## config.mk

```make
export PLATFORM = sky130hd
export DESIGN_NAME = crc8_stream_ctrl
export DESIGN_NICKNAME = d
export VERILOG_FILES = /design/src/rtl/crc8_pkg.sv /design/src/rtl/crc8_step16.sv /design/src/rtl/crc8_stream_ctrl.sv
export SDC_FILE = /design/constraint.sdc
export NUM_CORES = 1
export LEC_CHECK = 0
export CAP_MARGIN = 0
export CORE_ASPECT_RATIO = 0.75
export CORE_MARGIN = 2
export CORE_UTILIZATION = 35
export CTS_BUF_LIST = sky130_fd_sc_hd__clkbuf_8
export DETAILED_ROUTE_END_ITERATION = 6
export SLEW_MARGIN = 20
export SYNTH_ARGS = -nofsm -noshare
export SYNTH_HDL_FRONTEND = slang
export SYNTH_HIERARCHICAL = 1
export SYNTH_SLANG_ARGS = --single-unit
```

## constraint.sdc

```tcl
create_clock -name clk -period 4.15 [get_ports clk]
set_input_delay 0.83 -clock clk [delete_from_list [all_inputs] [get_ports clk]]
set_output_delay 0.83 -clock clk [all_outputs]
set_load 0.02 [all_outputs]
```

## src/rtl/crc8_pkg.sv

```systemverilog
// Shared CRC-8 (poly 0x07, MSB-first) definitions: polynomial, FSM states and
// the single-byte update used for odd trailing bytes.
package crc8_pkg;

  localparam logic [7:0] CRC8_POLY = 8'h07;

  typedef enum logic [1:0] {IDLE, RUN, DONE} state_t;

  function automatic logic [7:0] crc8_byte(input logic [7:0] crc, input logic [7:0] data);
    logic [7:0] c;
    c = crc;
    for (int i = 7; i >= 0; i--) begin
      if (c[7] ^ data[i]) c = {c[6:0], 1'b0} ^ CRC8_POLY;
      else                c = {c[6:0], 1'b0};
    end
    return c;
  endfunction

endpackage

```

## src/rtl/crc8_step16.sv

```systemverilog
// Combinational 16-bit parallel CRC-8 update; [15] is shifted in first, so the
// result matches a byte update on [15:8] followed by one on [7:0].
module crc8_step16
  import crc8_pkg::*;
(
  input  logic [7:0]  crc_in,
  input  logic [15:0] data,
  output logic [7:0]  crc_out
);

  always_comb begin
    crc_out = crc_in;
    for (int i = 15; i >= 0; i--) begin
      if (crc_out[7] ^ data[i]) crc_out = {crc_out[6:0], 1'b0} ^ CRC8_POLY;
      else                      crc_out = {crc_out[6:0], 1'b0};
    end
  end

endmodule

```

## src/rtl/crc8_stream_ctrl.sv

```systemverilog
// Packet sequencer for CRC-8 over a 16-bit beat stream; emits final CRC, byte
// count and check-mode zero flag on a registered result handshake.
module crc8_stream_ctrl
  import crc8_pkg::*;
#(
  parameter int LEN_W = 16
) (
  input  logic             clk,
  input  logic             rst,
  input  logic [7:0]       cfg_init,
  input  logic [7:0]       cfg_xorout,
  input  logic             s_valid,
  output logic             s_ready,
  input  logic [15:0]      s_data,
  input  logic             s_last,
  input  logic             s_one,
  output logic             m_valid,
  input  logic             m_ready,
  output logic [7:0]       m_crc,
  output logic [LEN_W-1:0] m_len,
  output logic             m_zero
);

  state_t           state, state_nxt;
  logic [7:0]       crc_q, xorout_q;
  logic [7:0]       crc_base, xor_sel, step16_out, crc_nxt;
  logic [LEN_W-1:0] len_q, len_base, len_nxt;
  logic [LEN_W:0]   len_sum;
  logic             acc, first, tail;

  assign acc   = s_valid && s_ready;
  assign first = (state == IDLE);
  // s_one only counts on the last beat; otherwise the beat is a full 16-bit one
  assign tail  = s_last && s_one;

  assign crc_base = first ? cfg_init   : crc_q;
  assign xor_sel  = first ? cfg_xorout : xorout_q;

  crc8_step16 u_step16 (
    .crc_in  (crc_base),
    .data    (s_data),
    .crc_out (step16_out)
  );

  assign crc_nxt  = tail ? crc8_byte(crc_base, s_data[15:8]) : step16_out;

  assign len_base = first ? '0 : len_q;
  assign len_sum  = {1'b0, len_base} + (tail ? (LEN_W+1)'(1) : (LEN_W+1)'(2));
  assign len_nxt  = len_sum[LEN_W] ? '1 : len_sum[LEN_W-1:0];

  always_comb begin
    state_nxt = state;
    s_ready   = 1'b0;
    m_valid   = 1'b0;
    case (state)
      IDLE, RUN: begin
        s_ready = 1'b1;
        if (s_valid) state_nxt = s_last ? DONE : RUN;
      end
      DONE: begin
        m_valid = 1'b1;
        if (m_ready) state_nxt = IDLE;
      end
      default: state_nxt = IDLE;
    endcase
  end

  always_ff @(posedge clk or posedge rst) begin
    if (rst) begin
      state    <= IDLE;
      crc_q    <= 8'h00;
      xorout_q <= 8'h00;
      len_q    <= '0;
      m_crc    <= 8'h00;
      m_len    <= '0;
      m_zero   <= 1'b0;
    end else begin
      state <= state_nxt;
      if (acc) begin
        crc_q <= crc_nxt;
        len_q <= len_nxt;
        if (first) xorout_q <= cfg_xorout;
        if (s_last) begin
          m_crc  <= crc_nxt ^ xor_sel;
          m_len  <= len_nxt;
          m_zero <= (crc_nxt == 8'h00);
        end
      end
    end
  end

endmodule

```

==> qor.log, run 1 <==
INFO  pwr            power.density_cell_area=658.4nW/um2
INFO  global_route   grt_max_degree=35
INFO  global_route   number_of_global_route_vias_before_repair=3025
INFO  worst_setup_path critPathMaxFanout=3
INFO  worst_setup_path critical_path.cell_chain=clkdlybuf4s50_1 -> or3b_1 -> nand2_1 -> xnor2_1 -> xnor3_2 -> xnor2_2 -> xnor3_1 -> o41ai_1 -> nand3_1 -> o31ai_1
INFO  clock_tree     cts.repair.resized=0
INFO  floorplan      fp.dieArea=12220um2
INFO  clock_tree     cts_buffer_depth=2
INFO  routing        via_count=3217
INFO  sta            post-route-period-util=0.8752
INFO  sta            final_hold_viol_count=0
INFO  sta            setup_violations=0
INFO  worst_setup_path crit_path_end_kind=register
INFO  routing        remaining_number_of_nets_flagged_by_the_antenna_check_after_routing=0
INFO  synthesis      syn_nets=458
INFO  finish         cell_area_after_layout=4965um2
INFO  routing        drt-initial-drc-count=188
INFO  synthesis      post_synth_edffs=0
INFO  sta            finalCriticalPeriod=3.632ns
INFO  worst_setup_path cp.buffers_inverters=1
INFO  clock_tree     cts_setup_buffers=0
INFO  worst_setup_path timing.critical_path.slowest_stage_cell=sky130_fd_sc_hd__xnor3_1
INFO  worst_setup_path critical_path.reg2reg.startpoint=state[0]
INFO  synthesis      synth_top_flop_cell=sky130_fd_sc_hd__dfrtp_1
INFO  finish         syn_to_final_growth=25.02%
INFO  min_path       min_path_type=register to register
INFO  floorplan      floorplan.die.width=127um
INFO  placement      detailed_placement_hpwl=7377um
INFO  sta            whs=0.4767ns
INFO  sta            achievable-frequency=275.3MHz
INFO  routing        drt_pass1_iterations=4
INFO  finish         final_core_util=0.4520
INFO  clock_tree     clk_root_buffer_cell=sky130_fd_sc_hd__clkbuf_8
INFO  routing        routedWlPerCell=15.71um
INFO  floorplan      num_io_pins=65
INFO  finish         layout.filler_cells=1035
INFO  worst_setup_path path_class=input pin to register
INFO  worst_setup_path startpoint=cfg_init[6]
INFO  clock_tree     ctsHtreeMaxLevel=3
INFO  outcome        run_status=finished clean
INFO  synthesis      synthCells=417
INFO  synthesis      syn_area=3971um2
INFO  clock_tree     clock_insertion_delay_worst_skew=0.34ns
INFO  global_route   grt.overflow.total=0
INFO  clock_tree     cts.clk_slew.worst_paths=0.07ns
INFO  global_route   number_of_antenna_violations_at_the_first_check_in_global_routing=0
INFO  clock_tree     cts_hold_buffers=0
INFO  finish         diode_insertion_count_for_antenna_repair=0
INFO  worst_setup_path worst_setup_path_start_kind=input pin
INFO  floorplan      num_rows=33
INFO  worst_setup_path critical_path.max_stage_delay=0.49ns
INFO  synthesis      synth_cell_type_count=61
INFO  floorplan      initial_standard_cell_utilization_of_the_core=0.3616
INFO  clock_tree     cts.sinks=59
INFO  placement      routabilityCongestion=0.9107
INFO  pwr            power=3.269mW
INFO  worst_setup_path path_delay_family=XOR/XNOR gates
INFO  sta            setup_repair_after_global_routing_missed_its_margin=false
INFO  sta            finalSetupTns=0ns
INFO  floorplan      chipHeight=96.25um
INFO  clock_tree     number_of_cts_inserted_buffers=9
INFO  routing        drc_errors=0
INFO  finish         post_route_cells_drive_above_1_share=0.1148
INFO  placement      placedInstanceArea=4762um2
INFO  global_route   global_route.usage.total=0.1681
INFO  floorplan      placeableCoreArea=10980um2
INFO  worst_setup_path worst_ep_required_time=4.40ns
INFO  synthesis      ys.warnings.count=6
INFO  synthesis      seq_area_frac_synth=0.3718
INFO  placement      buffer_ports.inserted=64
INFO  synthesis      async_reset_ff_frac=1.000
INFO  finish         final_cell_mix=sky130_fd_sc_hd__clkdlybuf4s50_1 (64), sky130_fd_sc_hd__dfrtp_1 (59), sky130_fd_sc_hd__nand2_1 (52)
INFO  pwr            leakagePower=2.114nW
INFO  min_path       worst_hold_startpoint=len_q[0]
INFO  sta            timing.clock.skew=0.009410ns
INFO  routing        drt-vias-per-instance=5.123
INFO  global_route   wire_length_of_the_first_global_routing_pass=15790um
INFO  finish         most_frequent_standard_cell_in_the_layout_excluding_fill_and_tap_cells=sky130_fd_sc_hd__clkdlybuf4s50_1
INFO  routing        wirelength=9869um
INFO  sta            final-max-slew-violation-count=0
INFO  worst_setup_path worstPathArrival=3.89ns
INFO  sta            timing.max_slew.rel_slack=0.4762
INFO  finish         multi_input_comb_area=2350um2
INFO  run            cap_violations=0
INFO  finish         area_of_all_sequential_standard_cells=1476um2
INFO  synthesis      synthesis.area_per_instance=9.524um2
INFO  synthesis      seq_cells_post_synth=59
INFO  pwr            ir_worst_vdd=367.9uV
INFO  clock_tree     tritoncts=yes
INFO  finish         nNetsFinal=524
INFO  sta            worstMarginPinSlew=0.7829ns
-- cell usage after synthesis, types with 7 or more instances --
| master | count | area, um2 |
|---|---|---|
| sky130_fd_sc_hd__dfrtp_1 | 59 | 1476 |
| sky130_fd_sc_hd__nand2_1 | 52 | 195.2 |
| sky130_fd_sc_hd__xnor2_1 | 39 | 341.6 |
| sky130_fd_sc_hd__o21ai_0 | 35 | 175.2 |
| sky130_fd_sc_hd__nor2_1 | 29 | 108.9 |
| sky130_fd_sc_hd__a21oi_1 | 19 | 95.09 |
| sky130_fd_sc_hd__clkbuf_1 | 13 | 48.80 |
| sky130_fd_sc_hd__xor2_1 | 12 | 105.1 |
| sky130_fd_sc_hd__mux2_2 | 10 | 112.6 |
| sky130_fd_sc_hd__and2_1 | 9 | 56.30 |
| sky130_fd_sc_hd__inv_1 | 9 | 33.78 |
| sky130_fd_sc_hd__mux2i_1 | 9 | 90.09 |
| sky130_fd_sc_hd__a31oi_1 | 8 | 50.05 |
| sky130_fd_sc_hd__nand3_1 | 8 | 40.04 |
| sky130_fd_sc_hd__and3_1 | 7 | 43.79 |
| sky130_fd_sc_hd__xnor3_1 | 7 | 157.7 |
-- flip-flops by register name, summed over array words and instances (netlist names) --
signal    cells
crc_q         8
len_q        16
m_crc         8
m_len        16
m_zero        1
state         2
xorout_q      8
-- layer usage --
metal  GRT usage  vias up  share of wire
met5           0        -              0
met4     0.04945        0         0.0077
met3     0.04947       10          0.070
met2      0.2218       99           0.39
met1      0.2594     1517           0.53
li1            -     1591              -
-- worst paths after layout --
check,slack [ns],to,depth (start not counted)
max,0.52,m_zero,10
min,0.48,len_q[0],2
max reg2reg,0.59,m_zero,10
min reg2reg,0.48,len_q[0],2
max in group asynchronous,2.58,m_len[2],3
min in group asynchronous,0.90,m_len[14],2
-- cells by family after synthesis --
logic type,Yosys count,synth area share
flops,59,0.3718
simple gates,130,0.1563
mux,23,0.07152
fa+ha+maj,3,0.01134
compound gates,109,0.1723
buf+inv,30,0.03655
xor+xnor,63,0.1802
-- area by class of cell --
type	count	share of cell area
Clock buffer	10	0.02772
Clock inverter	6	0.01310
Inverter	10	0.007560
Multi-Input combinational cell	328	0.4733
Sequential cell	59	0.2974
Tap cell	140	0.03528
Timing Repair Buffer	75	0.1457
-- through the flow --
stage	setup slack, ns	std cells
after floorplan	0.9163	417
after global placement	0.2671	612
after detailed placement	0.1966	612
after CTS	0.5433	628
after global routing	0.3270	628
final	0.5180	628
-- worst min-delay path, stage by stage (launching register included) --
cell                      delay (ns)
sky130_fd_sc_hd__dfrtp_1        0.34
sky130_fd_sc_hd__nand2_1        0.04
sky130_fd_sc_hd__o21ai_0        0.06
-- power by group --
part | total [mW] | internal [mW] | switching (mW)
Sequential | 0.815 | 0.717 | 0.0982
Combinational | 1.92 | 0.940 | 0.984
Clock | 0.530 | 0.293 | 0.237
Power figures use the tool's default switching activity.
==> run 2: changes to the inputs <==
--- a/config.mk
+++ b/config.mk
@@ -11,6 +11,7 @@
 export CORE_UTILIZATION = 35
 export CTS_BUF_LIST = sky130_fd_sc_hd__clkbuf_8
 export DETAILED_ROUTE_END_ITERATION = 6
+export RECOVER_POWER = 100
 export SLEW_MARGIN = 20
 export SYNTH_ARGS = -nofsm -noshare
 export SYNTH_HDL_FRONTEND = slang
==> run 2 against run 1 <==
Effect of this change:
- worst hold slack about the same
- sequential share of layout area grew 0.26 points
- utilization down 0.39 points
- global-route usage unchanged
- sequential power about the same
- register-to-register slack worse by 0.06 ns
- critical path type unchanged
- critical endpoint is now m_len[4]
- largest power group unchanged
==> qor.log, run 2 (synthesis results as in run 1) <==
INFO  worst_setup_path r2r_cells=10
INFO  sta            worstMarginPinSlew=1.209ns
INFO  worst_setup_path worstPathArrival=3.99ns
INFO  global_route   number_of_global_route_vias_before_repair=3025
INFO  routing        remaining_number_of_nets_flagged_by_the_antenna_check_after_routing=0
INFO  worst_setup_path path_delay_family=simple AND/OR/NAND/NOR gates
INFO  routing        routedWlPerCell=15.60um
INFO  finish         final_cell_mix=sky130_fd_sc_hd__dfrtp_1 (59), sky130_fd_sc_hd__nand2_1 (52), sky130_fd_sc_hd__xnor2_1 (40)
INFO  worst_setup_path timing.critical_path.slowest_stage_cell=sky130_fd_sc_hd__nor2_1
INFO  floorplan      fp.dieArea=12220um2
INFO  finish         final_core_util=0.4482
INFO  sta            timing.max_slew.rel_slack=0.1931
INFO  sta            final-max-slew-violation-count=0
INFO  worst_setup_path path_class=input pin to register
INFO  sta            post-route-period-util=0.8944
INFO  finish         nNetsFinal=524
INFO  global_route   wire_length_of_the_first_global_routing_pass=15790um
INFO  routing        drt-vias-per-instance=5.115
INFO  floorplan      num_rows=33
INFO  floorplan      num_io_pins=65
INFO  finish         syn_to_final_growth=23.94%
INFO  min_path       worstHoldPathCells=2
INFO  clock_tree     cts.repair.resized=0
INFO  placement      routabilityCongestion=0.9107
INFO  sta            finalSetupTns=0ns
INFO  floorplan      placeableCoreArea=10980um2
INFO  routing        via_count=3212
INFO  clock_tree     ctsHtreeMaxLevel=3
INFO  finish         diode_insertion_count_for_antenna_repair=0
INFO  routing        drt_pass1_iterations=4
INFO  run            cap_violations=0
INFO  worst_setup_path cp.buffers_inverters=3
INFO  finish         layout.filler_cells=1047
INFO  clock_tree     tritoncts=yes
INFO  clock_tree     cts_setup_buffers=0
INFO  sta            fin_worst_setup_slack=0.4381ns
INFO  placement      dpl_worst_slack=0.1966ns
INFO  finish         reg.largest.list=len_q: 16 flops, m_len: 16 flops
INFO  worst_setup_path worst_ep_required_time=4.43ns
INFO  worst_setup_path critical_path.cell_chain=dlygate4sd3_1 -> nand2_1 -> clkbuf_1 -> fa_1 -> and4_1 -> nand3_1 -> nor2_1 -> a2111oi_0 -> buf_4 -> nor2_1
INFO  clock_tree     cts_hold_buffers=0
INFO  pwr            ir_worst_vdd=350.6uV
INFO  pwr            power.density_cell_area=644.5nW/um2
INFO  worst_setup_path cp_num_cells=10
INFO  global_route   number_of_antenna_violations_at_the_first_check_in_global_routing=0
INFO  global_route   grt.overflow.total=0
INFO  pwr            leakagePower=2.138nW
INFO  worst_setup_path critical_path.max_stage_delay=0.65ns
INFO  floorplan      initial_standard_cell_utilization_of_the_core=0.3616
INFO  routing        drc_errors=0
INFO  placement      buffer_ports.inserted=64
INFO  clock_tree     number_of_cts_inserted_buffers=9
INFO  finish         cell_area_after_layout=4922um2
INFO  outcome        run_status=finished clean
INFO  floorplan      chipHeight=96.25um
INFO  finish         post_route_cells_drive_above_1_share=0.09016
INFO  finish         most_frequent_standard_cell_in_the_layout_excluding_fill_and_tap_cells=sky130_fd_sc_hd__dfrtp_1
INFO  sta            timing.clock.skew=0.009053ns
INFO  sta            setup_repair_after_global_routing_missed_its_margin=false
INFO  global_route   global_route.usage.total=0.1681
INFO  global_route   grt_max_degree=35
INFO  sta            setup_violations=0
INFO  placement      placedInstanceArea=4762um2
INFO  clock_tree     cts_buffer_depth=2
INFO  worst_setup_path critPathMaxFanout=13
INFO  clock_tree     cts.sinks=59
INFO  clock_tree     clk_root_buffer_cell=sky130_fd_sc_hd__clkbuf_8
INFO  floorplan      floorplan.die.width=127um
INFO  min_path       min_path_type=register to register
INFO  sta            finalCriticalPeriod=3.712ns
INFO  clock_tree     clock_insertion_delay_worst_skew=0.34ns
INFO  routing        drt-initial-drc-count=220
INFO  worst_setup_path worst_setup_path_start_kind=input pin
INFO  sta            achievable-frequency=269.4MHz
INFO  sta            final_hold_viol_count=0
INFO  clock_tree     cts.clk_slew.worst_paths=0.07ns
INFO  worst_setup_path crit_path_end_kind=register
INFO  worst_setup_path cp_common_cell=sky130_fd_sc_hd__nor2_1
INFO  routing        wirelength=9795um
INFO  placement      detailed_placement_hpwl=7377um
## run 2: cell count changes in the layout (fill, tap and decap cells not counted), moves of 3 or more
cell                              change
sky130_fd_sc_hd__and2_1               -3
sky130_fd_sc_hd__clkdlybuf4s50_1     -31
sky130_fd_sc_hd__and2_0               +3
sky130_fd_sc_hd__buf_4                -5
sky130_fd_sc_hd__clkbuf_1             +5
sky130_fd_sc_hd__dlygate4sd3_1       +31
## run 2: power breakdown
| group | switching [mW] | total (mW) | internal (mW) |
|---|---|---|---|
| logic | 0.956 | 1.83 | 0.877 |
| registers | 0.0949 | 0.812 | 0.717 |
| clock network | 0.234 | 0.527 | 0.293 |
| total | 1.29 | 3.17 | 1.89 |
## run 2: area by class of cell
| type | instances | area (um2) | share of cell area |
|---|---|---|---|
| sequential | 59 | 1476 | 0.3000 |
| tap | 140 | 175.2 | 0.03559 |
| multi-input combinational | 328 | 2326 | 0.4725 |
| clock buffer | 10 | 137.6 | 0.02796 |
| inverter | 10 | 37.54 | 0.007626 |
| timing repair buffer | 75 | 704.4 | 0.1431 |
| clock inverter | 6 | 65.06 | 0.01322 |
## run 2: stage by stage
stage | cells | total power [mW] | hold WS [ns]
final | 628 | 3.172 | 0.4766
after global routing | 628 | 3.386 | 0.5015
after CTS | 628 | 3.278 | 0.4790
after detailed placement | 612 | 2.731 | 0.4646
after global placement | 612 | 2.724 | 0.4581
after floorplan | 417 | 2.252 | 0.4418
## run 2: worst register-to-register path, cell delays in order (launching register included)
cell and delay (ns):
sky130_fd_sc_hd__dfrtp_1 0.47, sky130_fd_sc_hd__nor2_4 0.26, sky130_fd_sc_hd__mux2i_4 0.34, sky130_fd_sc_hd__inv_1 0.10
sky130_fd_sc_hd__xor2_2 0.28, sky130_fd_sc_hd__xnor3_1 0.50, sky130_fd_sc_hd__xnor2_1 0.34, sky130_fd_sc_hd__xnor3_1 0.52
sky130_fd_sc_hd__o41ai_1 0.39, sky130_fd_sc_hd__nand3_1 0.12, sky130_fd_sc_hd__o31ai_1 0.21
## run 2: path summary, 6_finish.rpt
path                          start        end  slack (ns)
hold reg to reg            len_q[0]   len_q[0]        0.48
min in group asynchronous       rst  m_len[14]        1.25
hold / removal             len_q[0]   len_q[0]        0.48
setup reg to reg           state[0]     m_zero        0.53
setup / recovery             s_last   m_len[4]        0.44
max in group asynchronous       rst   m_len[2]        1.58
## run 2: per-layer routing
layer | GRT usage | vias up | routed length (um)
met5 | 0 | - | 0
met4 | 0.04945 | 0 | 54
met3 | 0.04947 | 7 | 714
met2 | 0.2218 | 116 | 3789
met1 | 0.2594 | 1500 | 5237
li1 | - | 1589 | -
==> RTL change 1 (config.mk and constraints of run 1) <==
Add an input register stage for `cfg_init` and `cfg_xorout`; this delays them by one clock. The other inputs are not delayed to match.
--- a/src/rtl/crc8_stream_ctrl.sv
+++ b/src/rtl/crc8_stream_ctrl.sv
@@ -22,4 +22,17 @@
 );
 
+  logic [7:0] cfg_init_q;
+  logic [7:0] cfg_xorout_q;
+
+  always_ff @(posedge clk or posedge rst) begin
+    if (rst) begin
+      cfg_init_q   <= '0;
+      cfg_xorout_q <= '0;
+    end else begin
+      cfg_init_q   <= cfg_init;
+      cfg_xorout_q <= cfg_xorout;
+    end
+  end
+
   state_t           state, state_nxt;
   logic [7:0]       crc_q, xorout_q;
@@ -34,6 +47,6 @@
   assign tail  = s_last && s_one;
 
-  assign crc_base = first ? cfg_init   : crc_q;
-  assign xor_sel  = first ? cfg_xorout : xorout_q;
+  assign crc_base = first ? cfg_init_q : crc_q;
+  assign xor_sel  = first ? cfg_xorout_q : xorout_q;
 
   crc8_step16 u_step16 (
@@ -80,5 +93,5 @@
         crc_q <= crc_nxt;
         len_q <= len_nxt;
-        if (first) xorout_q <= cfg_xorout;
+        if (first) xorout_q <= cfg_xorout_q;
         if (s_last) begin
           m_crc  <= crc_nxt ^ xor_sel;
Behaviour: not the same (Yosys sat finds a counterexample within 4 cycles, from zero or initial values and one cycle with rst high).
==> RTL change 1 against run 1 <==
  * Sequential cell count increased by 16
  * Non-clock buffer count increased by 1
  * Synthesized area increased by 9.2%
  * Critical endpoint is now len_q[9]
  * Core utilization decreased by 0.60 points
  * Setup slack improved by 0.24 ns
  * Clock skew about the same
  * Total power increased by 7.2%
  * Maximum frequency increased by 7.2%
  * First-iteration DRC count increased by 15%
  * Largest power group unchanged
  * Global-route usage increased by 0.17 points
  * Die area increased by 8.9%
  * Cell area increased by 9.4%
  * Routed wire length increased by 5.5%
==> RTL change 1: results <==
export IMPL_synth_area_leaders="dfrtp_1, xnor2_1, o21ai_0, nand2_1, xnor3_1"
export IMPL_slew_headroom=0.5344
export IMPL_grt_pass1_wl_mm=17.73
export IMPL_ys_seq_area_frac=0.4327
export IMPL_synth_top_cells_by_count="dfrtp_1, nand2_1, o21ai_0, xnor2_1, nor2_1"
export IMPL_synth_async_reset_ratio=1.000
export IMPL_power_leakage_uw=0.002329
export IMPL_synth_nets=484
export IMPL_multi_input_area_um2=2325
export IMPL_max_stage_delay_ns=0.47
export IMPL_synth_top_area_share=0.4327
export IMPL_cpMaxStageDelayCell="nor3_2"
export IMPL_run_status="finished clean"
export IMPL_drt_iter0_markers=216
export IMPL_final_nets=549
export IMPL_gr_usage_all_layers=0.1698
export IMPL_wl_per_cell_um=15.33
export IMPL_ir_drop_mv=0.2969
export IMPL_drive_above_1_share=0.09942
export IMPL_cp_max_fo=24
export IMPL_grt_met1_usage=0.2475
export IMPL_hpwl_mm=7.568
export IMPL_path_clk_slew_ns=0.07
export IMPL_use_met3=0.04091
export IMPL_crit_family="simple AND/OR/NAND/NOR gates"
export IMPL_via_per_inst=5.010
export IMPL_hold_path_class="reg -> reg"
export IMPL_synth_cell_types=59
export IMPL_place_gp_congestion=0.8494
export IMPL_synth_cells=443
export IMPL_placed_area_um2=5190
export IMPL_cp_arrival_ns=3.66
export IMPL_clock_latency_ns=0.36
export IMPL_grt_use_met2=0.2539
export IMPL_nFillCells=1190
export IMPL_fin_skew_ns=0.009096
export IMPL_grt_pass1_vias=3455
export IMPL_grt_max_degree=48
-- RTL change 1: layout make-up --
class,instances,area share
clock inverters,7,0.02143
repair buffers,76,0.1369
flip-flops and latches,75,0.3456
clock buffers,9,0.02281
multi-input cells,336,0.4281
well taps,166,0.03825
inverters,10,0.006912
-- RTL change 1: worst min-delay path, cell delays in order (launching register included) --
cell and delay, ns:
dfrtp_1 0.34, nand2_1 0.05, nand2_1 0.05
-- RTL change 1: kinds of logic (layout without fill, tap and decap cells) --
kind of cell,Yosys count,count (layout),synth area share
AO/OA/AOI/OAI,108,108,0.1497
XOR/XNOR,67,67,0.1693
adder cells (fa/ha/maj),3,3,0.01038
buffers and inverters,32,102,0.03144
flip-flops,75,75,0.4327
multiplexers,24,24,0.05884
AND/OR/NAND/NOR,134,134,0.1477
-- RTL change 1: per-layer routing --
| layer | vias to the layer above | share of wire |
|---|---|---|
| li1 | 1661 | - |
| met3 | 9 | 0.046 |
| met5 | - | 0 |
| met1 | 1637 | 0.52 |
| met4 | 0 | 0.0090 |
| met2 | 95 | 0.42 |
-- RTL change 1: worst paths after layout --
kind | cells past startpoint | endpoint | slack, ns | startpoint
min in group asynchronous | 2 | m_crc[4] | 0.90 | rst
setup / recovery | 11 | len_q[9] | 0.76 | state[1]
setup reg to reg | 11 | len_q[9] | 0.76 | state[1]
hold reg to reg | 2 | m_len[7] | 0.47 | m_len[7]
max in group asynchronous | 3 | state[0] | 2.56 | rst
hold / removal | 2 | m_len[7] | 0.47 | m_len[7]
-- RTL change 1: report_power, final --
group | leakage, µW | internal (µW) | total, µW | switching (µW)
registers | 0.000956 | 871 | 955 | 84.6
logic | 0.00125 | 897 | 1870 | 971
clock network | 0.000125 | 399 | 680 | 281
-- RTL change 1: through the flow --
step / instances / setup WS [ns]
2_1_floorplan: 443 / 0.9115
3_3_place_gp: 663 / 0.5117
3_5_place_dp: 663 / 0.4566
4_1_cts: 679 / 0.8072
5_1_grt: 679 / 0.4652
6_report: 679 / 0.7628
==> RTL change 2 (settings of run 1) <==
Without the edit above. The parameter `LEN_W` goes from 16 to 32.
--- a/src/rtl/crc8_stream_ctrl.sv
+++ b/src/rtl/crc8_stream_ctrl.sv
@@ -4,5 +4,5 @@
   import crc8_pkg::*;
 #(
-  parameter int LEN_W = 16
+  parameter int LEN_W = 32
 ) (
   input  logic             clk,
Ports: changed (resized m_len); port bits go from 65 to 81. The function was not compared with the original's and may differ.
==> RTL change 2 against run 1 <==
  * Total power grew 21%
  * Routed wire length rose by 61%
  * Hold slack better by 0.0084 ns
  * First-iteration DRC count is 140% higher
  * Synthesized area increased by 47%
  * Setup slack improved by 0.21 ns
  * Sequential power up 42%
  * Global-route usage up 1.6 points
  * Sequential cell count rose by 32
  * Cell area increased by 44%
  * Synthesized cell count is 52% higher
  * Count of clock-buffer cells in the layout is 1 lower
==> RTL change 2: results <==
export IMPL_muxShareOfSynthArea=0.05232
export IMPL_nFillCells=1555
export IMPL_cp_max_fo=9
export IMPL_drt_iter0_markers=445
export IMPL_dp_slack_ns=0.3657
export IMPL_wirelength_mm=15.87
export IMPL_cts_root_buf="clkbuf_8"
export IMPL_synth_async_reset_ratio=1.000
export IMPL_synth_cells=634
export IMPL_fin_skew_ns=0.01192
export IMPL_placedCellCount=911
export IMPL_synth_cell_types=71
export IMPL_power_leakage_uw=0.002924
export IMPL_run_status="finished clean"
export IMPL_synth_nets=675
export IMPL_path_clk_slew_ns=0.10
export IMPL_cts_path_max_buffers=2
export IMPL_p_sw_uw=1594
export IMPL_synth_top_cells_by_count="dfrtp_1, nand2_1, nor2_1, o21ai_0, xnor2_1"
export IMPL_synth_xor_area_frac=0.1501
export IMPL_p_clk_frac=0.158
export IMPL_numCtsBuffers=9
export IMPL_drtPass1Iterations=5
export IMPL_io_buffer_count=80
export IMPL_reg_largest_list="len_q (32), m_len (32)"
export IMPL_drive_above_1_share=0.1102
export IMPL_antenna_found_initial=0
export IMPL_ir_drop_mv=0.2902
export IMPL_hpwl_mm=11.49
export IMPL_grt_max_degree=51
export IMPL_htree_levels=3
export IMPL_p_seq_uw=1160
export IMPL_worst_pin_slew_ns=0.8168
export IMPL_clock_latency_ns=0.37
export IMPL_place_gp_congestion=0.8801
export IMPL_post_cts_buffers=0
export IMPL_wl_per_cell_um=17.12
export IMPL_grt_pass1_vias=4853
export IMPL_yosys_area_share_adder=0.007719
export IMPL_via_per_inst=5.405
export IMPL_cp_arrival_ns=3.70
export IMPL_synth_compound_area_frac=0.1945
export IMPL_diodes=0
export IMPL_setup_tns_ns=0
export IMPL_grt_pass1_wl_mm=25.92
export IMPL_final_nets=753
export IMPL_hold_path_class="reg -> reg"
export IMPL_ys_seq_area_frac=0.3902
export IMPL_yosysWarningCount=6
export IMPL_gr_usage_all_layers=0.1844
export IMPL_post_cts_resized=0
export IMPL_synth_area_leaders="dfrtp_1, xnor2_1, nand2_1, o21ai_0, xor2_1"
RTL change 2: metrics by stage:
stage               power, µW  area [µm²]  hold WS, ns
floorplan                2741        5836       0.4418
global placement         3305        6928       0.4565
detailed placement       3328        6928       0.4684
CTS                      3973        7128       0.4910
global route             4216        7128       0.5159
finish                   3955        7128       0.4851
RTL change 2: worst max-delay path, stage by stage, from the launching register on:
cell and delay [ns]:
dfrtp_1 0.35, or2_1 0.35, buf_4 0.27, mux2i_4 0.27, inv_1 0.09, xor2_2 0.24, xnor3_2 0.53, xnor2_2 0.26
xnor3_1 0.50, nor2_1 0.18, a211oi_1 0.07, o31ai_1 0.21
RTL change 2: metal layers:
metal  GRT usage  wire, µm
met1      0.2741      8014
met2      0.2750      6804
met3     0.04076       899
met4     0.04259       151
met5           0         0
RTL change 2: worst paths after layout:
kind / from / end / slack, ns / cells past startpoint
worst min-delay path: m_len[8] / m_len[8] / 0.49 / 2
min in group asynchronous: rst / crc_q[6] / 0.92 / 2
max in group asynchronous: rst / len_q[19] / 2.50 / 3
worst max-delay path: state[0] / m_crc[3] / 0.73 / 11
worst max register to register: state[0] / m_crc[3] / 0.73 / 11
worst min register to register: m_len[8] / m_len[8] / 0.49 / 2
RTL change 2: logic make-up after synthesis:
logic type,after synthesis
buffers and inverters,52
muxes,26
AOI/OAI and AO/OA,181
DFF,91
xor gates and xnor gates,80
adders and majority gates,3
and+or+nand+nor,201
RTL change 2: cell type report:
class,count,share of cell area
Clock buffer,9,0.01738
Inverter,17,0.009128
Tap cell,210,0.03686
Sequential cell,91,0.3195
Timing Repair Buffer,102,0.1373
Clock inverter,7,0.01071
Multi-Input combinational cell,491,0.4692
